<file path="src/rtl/pwm_multi_ch.sv">
// Multi-channel PWM generator: one shared prescaler and period counter,
// per-channel double-buffered duty registers, edge- or center-aligned counting.
module pwm_multi_ch #(
    parameter int unsigned CHANNELS = 4,
    parameter int unsigned RES      = 8,
    parameter int unsigned PRESCALE = 16
) (
    input  logic                clk_50M,
    input  logic                reset,
    input  logic                en,
    input  logic                mode,
    input  logic                wr_en,
    input  logic [3:0]          wr_ch,
    input  logic [RES-1:0]      wr_duty,
    output logic                wr_err,
    output logic                tick,
    output logic                period_start,
    output logic [CHANNELS-1:0] pwm_out
);

    localparam int unsigned    PW      = (PRESCALE > 1) ? $clog2(PRESCALE) : 1;
    localparam logic [PW-1:0]  PRE_MAX = PW'(PRESCALE - 1);
    localparam logic [RES-1:0] CNT_MAX = {RES{1'b1}};

    typedef enum logic {
        DIR_UP   = 1'b0,
        DIR_DOWN = 1'b1
    } dir_e;

    logic [PW-1:0]       presc_q, presc_d;
    logic [RES-1:0]      cnt_q, cnt_d;
    dir_e                dir_q, dir_d;
    logic                mode_q, mode_d;
    logic [RES-1:0]      shadow_q [CHANNELS];
    logic [RES-1:0]      shadow_d [CHANNELS];
    logic [RES-1:0]      active_q [CHANNELS];
    logic [RES-1:0]      active_d [CHANNELS];
    logic [CHANNELS-1:0] pwm_q, pwm_d;
    logic                tick_q, period_start_q, wr_err_q;
    logic                tick_c, boundary_c, wr_err_c;

    // State register; reset overrides enable, writes and boundary updates.
    always_ff @(posedge clk_50M) begin
        if (reset) begin
            presc_q        <= '0;
            cnt_q          <= '0;
            dir_q          <= DIR_UP;
            mode_q         <= 1'b0;
            pwm_q          <= '0;
            tick_q         <= 1'b0;
            period_start_q <= 1'b0;
            wr_err_q       <= 1'b0;
            for (int i = 0; i < int'(CHANNELS); i++) begin
                shadow_q[i] <= '0;
                active_q[i] <= '0;
            end
        end else begin
            presc_q        <= presc_d;
            cnt_q          <= cnt_d;
            dir_q          <= dir_d;
            mode_q         <= mode_d;
            pwm_q          <= pwm_d;
            tick_q         <= tick_c;
            period_start_q <= boundary_c;
            wr_err_q       <= wr_err_c;
            shadow_q       <= shadow_d;
            active_q       <= active_d;
        end
    end

    // Next-state: prescaler, period counter, duty buffering and PWM compare.
    always_comb begin
        presc_d    = presc_q;
        cnt_d      = cnt_q;
        dir_d      = dir_q;
        mode_d     = mode_q;
        shadow_d   = shadow_q;
        active_d   = active_q;
        tick_c     = 1'b0;
        boundary_c = 1'b0;
        wr_err_c   = wr_en && (32'(wr_ch) >= CHANNELS);
        pwm_d      = '0;

        for (int i = 0; i < int'(CHANNELS); i++) begin
            if (wr_en && (wr_ch == 4'(i))) begin
                shadow_d[i] = wr_duty;
            end
        end

        if (!en) begin
            // Idle: park at the start of a period, track shadows and mode live.
            presc_d  = '0;
            cnt_d    = '0;
            dir_d    = DIR_UP;
            mode_d   = mode;
            active_d = shadow_q;
        end else begin
            tick_c  = (presc_q == PRE_MAX);
            presc_d = tick_c ? '0 : presc_q + PW'(1);
            if (tick_c) begin
                if (mode_q == 1'b0) begin
                    cnt_d      = cnt_q + RES'(1);
                    boundary_c = (cnt_q == CNT_MAX);
                end else if (dir_q == DIR_UP) begin
                    if (cnt_q == CNT_MAX) begin
                        dir_d = DIR_DOWN;
                        cnt_d = cnt_q - RES'(1);
                    end else begin
                        cnt_d = cnt_q + RES'(1);
                    end
                end else begin
                    cnt_d = cnt_q - RES'(1);
                    if (cnt_q == RES'(1)) begin
                        dir_d      = DIR_UP;
                        boundary_c = 1'b1;
                    end
                end
                // Shadow_q (not shadow_d) so a same-cycle write lands next period.
                if (boundary_c) begin
                    active_d = shadow_q;
                    mode_d   = mode;
                end
            end
            for (int i = 0; i < int'(CHANNELS); i++) begin
                pwm_d[i] = (active_q[i] == CNT_MAX) || (cnt_q < active_q[i]);
            end
        end
    end

    assign pwm_out      = pwm_q;
    assign tick         = tick_q;
    assign period_start = period_start_q;
    assign wr_err       = wr_err_q;

endmodule
</file>
<file path="config.mk">
export PLATFORM = sky130hd
export DESIGN_NAME = pwm_multi_ch
export DESIGN_NICKNAME = d
export VERILOG_FILES = /design/src/rtl/pwm_multi_ch.sv
export SDC_FILE = /design/constraint.sdc
export NUM_CORES = 1
export LEC_CHECK = 0
export ABC_CLOCK_PERIOD_IN_PS = 2400
export BUFFER_PORTS_ARGS = -buffer_cell sky130_fd_sc_hd__buf_2
export CELL_PAD_IN_SITES_DETAIL_PLACEMENT = 1
export CELL_PAD_IN_SITES_GLOBAL_PLACEMENT = 1
export CORE_ASPECT_RATIO = 0.9
export CORE_MARGIN = 8
export CORE_UTILIZATION = 48
export DETAILED_ROUTE_END_ITERATION = 6
export PLACE_DENSITY_LB_ADDON = 0.1
export SKIP_CTS_REPAIR_TIMING = 1
export SYNTH_ARGS = -nofsm -noshare
export SYNTH_HDL_FRONTEND = slang
export SYNTH_SLANG_ARGS = --single-unit
</file>
<file path="constraint.sdc">
create_clock -name clk_50M -period 2.4 [get_ports clk_50M]
set_input_delay 0 -clock clk_50M [delete_from_list [all_inputs] [get_ports clk_50M]]
set_output_delay 0 -clock clk_50M [all_outputs]
set_load 0.01 [all_outputs]
</file>
==> summary.md, run 1 <==
| Metric | Value |
|---|---|
| Outcome | `finished, violations left` |
| Failing checks | `negative hold slack` |
| Sequential share of the synthesized area | `37.64%` |
| Switching share of power | `25.14%` |
| Final setup vio count | `0` |
| Synth Net Count | `538` |
| Die Footprint | `0.01278 sq mm` |
| Initial antenna violation count | `0` |
| Sinks on Clock Net | `85` |
| Comb power frac | `5.2%` |
| Starting DRT DRC Count | `192` |
| Total Routing Usage GR | `18.87%` |
| Clk slew on worst S/H paths | `0.09 ns` |
| Cell count after synthesis | `~490` |
| Reg power frac | `54.6%` |
| Reg2reg path depth | `7` |
| Net load switching power | `0.0006603 W` |
| Hold WS | `-0.02648 ns` |
| Max FO, Critical Path | `56` |
| Clk pwr share | `40.2%` |
| Layout area overhead | `10.46%` |
| Most used DFF post-synth | `dfxtp_1` |
| Ys async rst share | `0%` |
| Internal | `0.001966 W` |
| PwrDens | `525.9 mW/mm^2` |
| WP buf/inv | `2` |
| Worst endpoint data arrival time | `2.48 ns` |
| # rows | `33` |
| WS Path Type | `flip-flop to flip-flop` |
| N_diodes | `0` |
| Ports | `24` |
| Largest stage delay, worst path | `0.65 ns` |
| Mean Syn Cell Area | `9.245 sq um` |
| Fin. Hold Viols | `1` |
| Design area | `0.004994 sq mm` |
| Residual DRC | `0` |
| Share of cells above drive strength 1 | `roughly 12%` |
| Clock Skews | `about 0.015 ns` |
| IR drop worst, VDD | `342.1 uV` |
| Fin. max-slew vios | `0` |
| Largest net degree at the start of global routing | `72` |
| P_leak | `1.957 nW` |
| Crit share post-route | `between 90% and 100%` |
| Quantity of I/O buffers inserted on ports | `23` |
| Routed Antenna Nets | `0` |
| Die H | `108.1 microns` |
| CTS Buf Count | `9` |
| Actual slew at the worst max-slew pin | `0.8953 ns` |
| WHS Path Cells | `3` |
| Post-synth EDFFs | `0` |
| Yosys warns | `0` |
| Placer Congestion | `0.8527` |
| Final HPWL DP | `8509 microns` |
| H-tree depth | `3` |
| F_max | `between 400 and 500 MHz` |
| Dpl cell area | `0.004686 sq mm` |
| Synth top area cells | `dfxtp_1, mux2i_1, ha_1, or4_1, o31ai_1` |
| Critical Path, Cell by Cell | `inv_1, ha_1, nor4bb_2, and4_4, buf_4, o31ai_1, a21oi_1` |
| Core box area | `0.009125 sq mm` |
| NumNets Final | `roughly 560` |
| Type of origin of the critical path | `flip-flop` |
| Syn Std Cell Area | `0.004521 sq mm` |
| Area share of the largest cell type after synthesis | `37.64%` |
| Crit path required time | `2.69 ns` |
| Cell type with the highest aggregate area in the netlist | `dfxtp_1` |
| Wire length per cell | `around 19 microns` |
| Synthesized flop and latch total | `85` |
| Via count | `3735` |
| Global-route wire length before repair | `19420 microns` |
| Root Driver | `clkbuf_8` |
| Reg2reg setup slack | `0.21 ns` |
| Worst reg2reg path startpoint | `cnt_q[1]` |
| CP delay by family, top | `simple AND/OR/NAND/NOR gates` |
| Die width | `around 120 microns` |
| Max cap viols | `0` |
| Fillers | `1061` |
| Worst hold start | `wr_ch[3]` |
| CP Capture Type | `flip-flop` |
| Number of global-route vias before repair | `~3700` |
| Reg-to-reg endpoint | `active_q[3]` |
| Post-route minimum period | `2.192 ns` |
| CTS tree | `done` |
| Initial Utilization | `49.54%` |
| RSZ-0062 raised after global routing | `false` |
| Final WL | `12090 microns` |
| CP max stage cell | `and4_4` |
| CTS max path bufs | `2` |
| Grt ovf | `0` |
| Vias per cell | `5.863` |
| HP Class | `primary input to flip-flop` |
| Skew-Pair Late Insertion Delay | `0.37 ns` |
| Cell variety after synth | `49` |
| Worst Hold Path EP | `wr_err` |
| Slew HR | `~40%` |
| Drt pass-1 iters | `4` |
| Setup TNS | `0 ns` |
[placed cells by master (no fill, tap or decap), drive strengths merged, types with 3 or more instances in the layout]
cell type	instances
a21oi	43
a211o	4
dfxtp	85
inv	34
dlygate4sd3	11
nand2	11
clkbuf	10
a21o	5
clkinvlp	3
nand4b	3
o21a	4
nor4	3
nor2	40
buf	37
o21ai	9
nand3	11
nand4	15
ha	32
and3	3
nor3	3
mux2i	43
or4	29
o2111ai	4
o31ai	28
o22a	4
a211oi	5
nand2b	17
[how the worst max path moves through the flow]
stage	startpoint	endpoint	slack (ns)	cells after the start
finish	cnt_q[1]	active_q[3]	0.21	7
global route	cnt_q[1]	active_q[3]	0.03	7
detailed placement	cnt_q[1]	active_q[5]	0.26	7
CTS	cnt_q[1]	active_q[5]	0.23	7
global placement	cnt_q[1]	active_q[5]	0.36	7
floorplan	cnt_q[1]	active_q[0]	0.46	7
[metrics by stage]
stage                     setup WS (ns)  utilization, %  cells  total power (W)
after floorplan                  0.4552               -    489         0.001539
after global placement           0.3644           51.35    610         0.001584
after detailed placement         0.2575           51.35    610         0.001590
after CTS                        0.2343           53.52    626         0.002638
after global routing            0.02539           54.72    637         0.002721
final                            0.2076           54.72    637         0.002626
[power groups by stage]
| stage | Combinational, W | Clock, W | Sequential [W] |
|---|---|---|---|
| after global routing | 0.000150 | 0.00114 | 0.00143 |
| after floorplan | 0.0000762 | 0 | 0.00146 |
| final | 0.000138 | 0.00106 | 0.00143 |
| after global placement | 0.000119 | 0 | 0.00147 |
| after CTS | 0.000124 | 0.00108 | 0.00143 |
| after detailed placement | 0.000123 | 0 | 0.00147 |
[worst register-to-register path, cell delays in order (launching register included)]
cell and delay, ns:
dfxtp_1 0.33, inv_1 0.12, ha_1 0.15, nor4bb_2 0.36
and4_4 0.65, buf_4 0.25, o31ai_1 0.08, a21oi_1 0.17
[flip-flops by register name, indices dropped and copies added, names as in the netlist]
signal        flops
active_q         32
shadow_q         32
cnt_q             8
presc_q           4
pwm_out           4
dir_q             1
mode_q            1
period_start      1
tick              1
wr_err            1
[layer usage]
metal	vias to the layer above	global-route usage, %	share of wire (%)
met5	-	0	0
met4	0	5.571	1.3
met3	15	3.906	2.6
met2	44	33.36	50
met1	1840	22.81	46
li1	1836	-	-
[area by class of cell]
type	count	area [sq um]	area share [%]
clock inverter	6	70.07	1.403
sequential	85	1702	34.08
timing repair buffer	48	342.8	6.865
inverter	32	120.1	2.405
tap	122	152.6	3.057
multi-input combinational	334	2479	49.64
clock buffer	10	127.6	2.556
[logic make-up after synthesis]
kind of cell               after synthesis  synth area share (%)
and+or+nand+nor                        146                 19.71
DFF                                     85                 37.64
buffers and inverters                   70                 7.667
muxes                                   43                 9.521
xor gates and xnor gates                 3                0.5813
AOI/OAI and AO/OA                      110                 16.03
adders and majority gates               32                 8.857
[synth_stat cells (3+ instances only)]
| library cell | instances |
|---|---|
| nand4_1 | 14 |
| nand2b_1 | 17 |
| and3_1 | 3 |
| nand2_1 | 11 |
| ha_1 | 32 |
| nor2_1 | 40 |
| o21a_1 | 4 |
| mux2i_1 | 43 |
| or4_1 | 29 |
| dfxtp_1 | 85 |
| nand4b_1 | 3 |
| a211o_1 | 4 |
| buf_2 | 6 |
| o22a_1 | 4 |
| clkbuf_1 | 21 |
| a21o_1 | 5 |
| a21oi_1 | 41 |
| o31ai_1 | 28 |
| buf_6 | 6 |
| inv_1 | 32 |
| nand3_1 | 11 |
| o2111ai_1 | 4 |
| o21ai_0 | 8 |
| a211oi_1 | 5 |
Note: power is estimated with default switching activity, not from simulation.
==> run 2: changes to the inputs <==
==> constraint.sdc (replaced) <==
create_clock -name clk_50M -period 2.4 [get_ports clk_50M]
set_input_delay 0.12 -clock clk_50M [delete_from_list [all_inputs] [get_ports clk_50M]]
set_output_delay 0.12 -clock clk_50M [all_outputs]
set_load 0.01 [all_outputs]
==> run 2 against run 1 <==
The flow now finishes without violations. Non-clock buffer count shrank 9. Sequential cell count unchanged. Sequential power is essentially flat. Combinational power is 11% lower. Clock skew shrank 0.0026 ns. Sequential share of layout area grew 0.077 points. Critical endpoint is now active_q[15]. Largest power group unchanged.
==> summary.md, run 2 (synthesis gave the netlist of run 1 again) <==
| Metric | Value |
|---|---|
| Crit share post-route | `90.44% (-0.91 points)` |
| Layout area overhead | `10.21%` |
| Actual slew at the worst max-slew pin | `1.184 ns (+0.2883 ns)` |
| Commonest non-fill, non-tap cell in the layout | `dfxtp_1` |
| Core box area | `0.009125 sq mm (unchanged)` |
| Die Footprint | `0.01278 sq mm (unchanged)` |
| P_leak | `1.966 nW (+0.45%)` |
| CP max stage cell | `and4_4` |
| CTS max path bufs | `2 (unchanged)` |
| Outcome | `completed` |
| Die H | `108.1 microns (unchanged)` |
| H-tree depth | `3 (unchanged)` |
| Global-route wire length before repair | `20760 microns (+6.9%)` |
| Crit path required time | `2.69 ns (about the same)` |
| Clk slew on worst S/H paths | `0.10 ns (about the same)` |
| Share of cells above drive strength 1 | `13.04% (+0.81 points)` |
| RSZ-0062 raised after global routing | `false` |
| Non-filler instance count after layout | `628 (-1.4%)` |
| WHS Path Cells | `3 (unchanged)` |
| Multi-input gate area | `0.002479 sq mm (unchanged)` |
| Final HPWL DP | `9115 microns (+7.1%)` |
| Critical Path, Cell by Cell | `inv_1, ha_1, nor4bb_2, and4_4, buf_12, o31ai_1, a21oi_1` |
| Routed Antenna Nets | `0 (unchanged)` |
| Grt ovf | `0 (unchanged)` |
| Dpl cells | `612 (+0.33%)` |
| Placer Congestion | `0.8679 (+1.8%)` |
| Type of origin of the critical path | `flip-flop` |
| Initial Utilization | `49.54% (unchanged)` |
| Wire length per cell | `20.55 microns (+8.3%)` |
| CP Capture Type | `flip-flop` |
| Residual DRC | `0 (unchanged)` |
| Quantity of I/O buffers inserted on ports | `23 (unchanged)` |
| IR drop worst, VDD | `512.5 uV (+50%)` |
| F_max | `460.7 MHz (+1.0%)` |
| NumNets Final | `550 (-1.6%)` |
| Max FO, Critical Path | `45 (-20%)` |
| Commonest non-fill, non-tap cells in the layout | `dfxtp_1, mux2i_1, a21oi_1` |
| Design area | `0.004982 sq mm (-0.23%)` |
| Ports | `24 (unchanged)` |
| Skew-Pair Late Insertion Delay | `0.36 ns (about the same)` |
| Clock Skews | `0.01257 ns (-0.002568 ns)` |
| Fin. Hold Viols | `0 (-1)` |
| Final setup vio count | `0 (unchanged)` |
| Fin. max-slew vios | `0 (unchanged)` |
| Vias per cell | `6.013 (+2.5%)` |
| Worst Hold Path EP | `mode_q` |
| Reg2reg setup slack | `0.23 ns (+0.02 ns)` |
| N_diodes | `0 (unchanged)` |
| Fillers | `1079 (+1.7%)` |
| Number of global-route vias before repair | `3810 (+1.8%)` |
| Reg2reg path depth | `7 (unchanged)` |
| FF+latch area | `0.001702 sq mm (unchanged)` |
| Largest stage delay, worst path | `0.61 ns (-0.04 ns)` |
| Setup TNS | `0 ns (unchanged)` |
| Via count | `3776 (+1.1%)` |
| Worst endpoint data arrival time | `2.46 ns (-0.02 ns)` |
| Starting DRT DRC Count | `242 (+26%)` |
| HP Class | `primary input to flip-flop` |
| Worst hold start | `mode` |
| # rows | `33 (unchanged)` |
| Total Routing Usage GR | `20.34% (+1.5 points)` |
| Initial antenna violation count | `1 (+1)` |
| CTS Buf Count | `9 (unchanged)` |
| Largest net degree at the start of global routing | `72 (unchanged)` |
| Dpl cell area | `0.004713 sq mm (+0.59%)` |
| PwrDens | `587.3 mW/mm^2 (+12%)` |
| Worst reg2reg path startpoint | `cnt_q[1]` |
| Sinks on Clock Net | `85 (unchanged)` |
| Max cap viols | `0 (unchanged)` |
| Slew HR | `21.01% (-19 points)` |
| Die width | `118.3 microns (unchanged)` |
| WP buf/inv | `2 (unchanged)` |
| Largest regs | `active_q: 32 flops, shadow_q: 32 flops, cnt_q: 8 flops` |
| CP delay by family, top | `simple AND/OR/NAND/NOR gates` |
| Reg-to-reg endpoint | `active_q[15]` |
| Final WL | `12910 microns (+6.7%)` |
| Drt pass-1 iters | `4 (unchanged)` |
| Root Driver | `clkbuf_8` |
| Total power | `0.002926 W (+11%)` |
| Post-route minimum period | `2.171 ns (-0.02178 ns)` |
| WS Path Type | `flip-flop to flip-flop` |
| CTS tree | `done` |
[run 2: changes by cell type in the layout (fill, tap and decap cells not counted)]
cell           previous run  this run
buf_4                    13        14
dlygate4sd3_1            11         0
clkbuf_1                  1         0
buf_12                    1         2
clkinvlp_4                3         1
bufinv_16                 1         4
[run 2: metal layers]
metal | vias to the layer above | track usage [%] | wire (microns)
met5 | - | 0 | 13
met2 | 62 | 36.00 | 6458
met3 | 18 | 4.115 | 461
met4 | 2 | 5.845 | 191
li1 | 1819 | - | -
met1 | 1875 | 24.68 | 5783
[run 2: through the flow]
stage	util, %	hold WS [ns]	setup slack, ns
after floorplan	-	0.2639	0.4552
after global placement	51.65	0.4094	0.4341
after global routing	54.60	0.05789	0.1086
after CTS	54.60	0.03753	0.2603
after detailed placement	51.65	0.4276	0.3264
final	54.60	0.05515	0.2294
[run 2: cell type report]
| class | count | share of cell area, % |
|---|---|---|
| tap | 122 | 3.064 |
| sequential | 85 | 34.15 |
| timing repair buffer | 39 | 5.224 |
| clock buffer | 9 | 2.486 |
| inverter | 32 | 2.411 |
| multi-input combinational | 334 | 49.75 |
| clock inverter | 7 | 2.913 |
[run 2: worst reg2reg max path, delay by kind of cell, from the launching register on]
family                     cells  cell delay (ns)
DFF                            1             0.32
and+or+nand+nor                2             1.00
AOI/OAI and AO/OA              2             0.26
buffers and inverters          2             0.35
adders and majority gates      1             0.17
[run 2: worst max-delay path by stage]
| stage | cells after the start | to | start |
|---|---|---|---|
| after global routing | 7 | active_q[15] | cnt_q[1] |
| after detailed placement | 7 | active_q[14] | cnt_q[1] |
| after floorplan | 7 | active_q[0] | cnt_q[1] |
| after global placement | 7 | active_q[17] | cnt_q[1] |
| after CTS | 7 | active_q[15] | cnt_q[1] |
| final | 7 | active_q[15] | cnt_q[1] |
[run 2: power breakdown]
| part | leakage [nW] | switching (W) | internal [W] | total [W] |
|---|---|---|---|---|
| sequential | 0.686 | 0.0000122 | 0.00142 | 0.00144 |
| combinational | 1.15 | 0.0000823 | 0.0000411 | 0.000123 |
| clock | 0.130 | 0.000563 | 0.000804 | 0.00137 |
| total | 1.97 | 0.000657 | 0.00227 | 0.00293 |
==> run 3: changes to the inputs <==
Settings changed: CORE_UTILIZATION 48 to 30, CTS_BUF_LIST from default to sky130_fd_sc_hd__clkbuf_4 sky130_fd_sc_hd__clkbuf_8 sky130_fd_sc_hd__clkbuf_16, SETUP_SLACK_MARGIN from default to 0.5.
==> run 3 against run 2 <==
Cell count rose by 15%. Clock-buffer cell count up 2. Core utilization down 18 points. Cell area is 7.5% higher. Global-route usage decreased by 6.8 points. Critical path depth increased by 2. Maximum frequency grew 15%. Sequential power is essentially flat. First-iteration DRC count decreased by 35%. Power is 3.1% higher. Routed wire length rose by 3.6%. Clock skew decreased by 0.0051 ns. Critical path type unchanged. Largest power group is now the clock network.
==> summary.md, run 3 (synthesis gave the netlist of run 1 again) <==
| Metric | Value |
|---|---|
| Initial Utilization | `30.72% (-19 points)` |
| Slew HR | `47.40% (+26 points)` |
| Fillers | `1697 (+57%)` |
| Post-route minimum period | `1.884 ns (-0.2867 ns)` |
| Global-route wire length before repair | `20780 microns (about the same)` |
| HP Class | `primary input to flip-flop` |
| Vias per cell | `5.174 (-14%)` |
| Crit share post-route | `78.49% (-12 points)` |
| N_diodes | `0 (unchanged)` |
| Die width | `145.4 microns (+23%)` |
| Starting DRT DRC Count | `157 (-35%)` |
| Placer Congestion | `0.7882 (-9.2%)` |
| Worst hold start | `mode` |
| Residual DRC | `0 (unchanged)` |
| Actual slew at the worst max-slew pin | `0.7890 ns (-0.3945 ns)` |
| Clk slew on worst S/H paths | `0.06 ns (-0.04 ns)` |
| Share of cells above drive strength 1 | `19.54% (+6.5 points)` |
| Fin. Hold Viols | `0 (unchanged)` |
| WP buf/inv | `4 (+2)` |
| Largest net degree at the start of global routing | `71 (-1.4%)` |
| CP Launch Point | `cnt_q[1]` |
| Quantity of I/O buffers inserted on ports | `23 (unchanged)` |
| Routed Antenna Nets | `0 (unchanged)` |
| Final core utilization | `36.40% (-18 points)` |
| Crit path required time | `2.67 ns (-0.02 ns)` |
| Sinks on Clock Net | `85 (unchanged)` |
| Die H | `132.5 microns (+23%)` |
| Outcome | `completed` |
| P_leak | `2.072 nW (+5.4%)` |
| WL met3 | `375 microns (-19%)` |
| Worst reg2reg path startpoint | `cnt_q[1]` |
| Wire length on met2 | `6398 microns (-0.93%)` |
| CP delay by family, top | `buffers and inverters` |
| Most used cell, CP | `buf_6` |
| Ports | `24 (unchanged)` |
| Total Routing Usage GR | `13.58% (-6.8 points)` |
| Met1 Wirelength | `6437 microns (+11%)` |
| CP max stage cell | `dfxtp_2` |
| Final HPWL DP | `9273 microns (+1.7%)` |
| Initial antenna violation count | `0 (-1)` |
| Wire length per cell | `18.58 microns (-9.6%)` |
| Final setup vio count | `0 (unchanged)` |
| PwrDens | `563.1 mW/mm^2 (-4.1%)` |
| Number of global-route vias before repair | `3706 (-2.7%)` |
| IR drop worst, VDD | `335.1 uV (-35%)` |
| Fin. max-slew vios | `0 (unchanged)` |
| DR top layer | `met4` |
| Clock Skews | `0.007517 ns (-0.005053 ns)` |
| Root Driver | `clkbuf_16` |
| Max FO, Critical Path | `12 (-73%)` |
| Max cap viols | `0 (unchanged)` |
| H-tree depth | `3 (unchanged)` |
| Drt pass-1 iters | `4 (unchanged)` |
| Grt ovf | `0 (unchanged)` |
| Critical Path, Cell by Cell | `buf_6, ha_4, nand3_2, nor4_4, buf_6, buf_8, nor3_4, buf_4, o21ai_0` |
| Final WL | `13370 microns (+3.6%)` |
| NumNets Final | `566 (+2.9%)` |
| CTS max path bufs | `2 (unchanged)` |
| Skew-Pair Late Insertion Delay | `0.35 ns (about the same)` |
| Commonest non-fill, non-tap cell in the layout | `dfxtp_1` |
| Layout area overhead | `18.49%` |
| CP Capture Type | `flip-flop` |
| F_max | `530.8 MHz (+15%)` |
| Largest stage delay, worst path | `0.34 ns (-0.27 ns)` |
| Via count | `3725 (-1.4%)` |
| RSZ-0062 raised after global routing | `true` |
| Largest regs | `active_q: 32 flops, shadow_q: 32 flops, cnt_q: 8 flops` |
| # rows | `42 (+27%)` |
| Type of origin of the critical path | `flip-flop` |
| CTS Buf Count | `9 (unchanged)` |
| CTS tree | `done` |
| Setup TNS | `0 ns (unchanged)` |
| Worst endpoint data arrival time | `2.16 ns (-0.30 ns)` |
| Core box area | `0.01471 sq mm (+61%)` |
| Die Footprint | `0.01926 sq mm (+51%)` |
| WS Path Type | `flip-flop to flip-flop` |
| Commonest non-fill, non-tap cells in the layout | `dfxtp_1, mux2i_1, nor2_1` |
==> run 3: final timing paths <==
| path | to | slack, ns | depth (start not counted) |
|---|---|---|---|
| min reg2reg | presc_q[0] | 0.44 | 1 |
| max reg2reg | mode_q | 0.52 | 9 |
| min | mode_q | 0.06 | 3 |
| max | mode_q | 0.52 | 9 |
==> run 3: layout make-up <==
class	instances	area (sq um)	share of cell area, %
clock buffers	11	246.5	4.602
well taps	198	247.7	4.625
clock inverters	5	60.06	1.121
multi-input cells	335	2575	48.07
inverters	32	120.1	2.242
flip-flops and latches	85	1712	31.96
repair buffers	54	395.4	7.381
==> run 3: per-stage QoR <==
stage                     power, W  cell area (sq um)  hold WS [ns]  worst slack [ns]  instances
after CTS                 0.003064               5132       0.04956            0.3598        707
after floorplan           0.001540               4528        0.2639            0.5785        489
after global routing      0.003151               5356       0.05383            0.4319        720
after global placement    0.001592               4826        0.4115            0.3992        691
after detailed placement  0.001595               4826        0.4258            0.3796        691
final                     0.003016               5356       0.05971            0.5162        720
==> run 3: where the power goes <==
group	internal, W	switching (W)
registers	0.00142	0.0000128
logic	0.0000453	0.0000830
clock network	0.000849	0.000601
total	0.00232	0.000697
==> run 3: worst register-to-register path: cells and delay by family (launching register included) <==
| family | cells | cell delay, ns |
|---|---|---|
| fa+ha+maj | 1 | 0.19 |
| compound gates | 1 | 0.16 |
| flops | 1 | 0.34 |
| buf+inv | 4 | 0.67 |
| simple gates | 3 | 0.44 |
==> run 3: layer usage <==
layer | vias up | global-route usage, %
li1 | 1858 | -
met1 | 1829 | 18.00
met2 | 29 | 21.55
met3 | 9 | 3.511
met4 | 0 | 3.351
met5 | - | 0
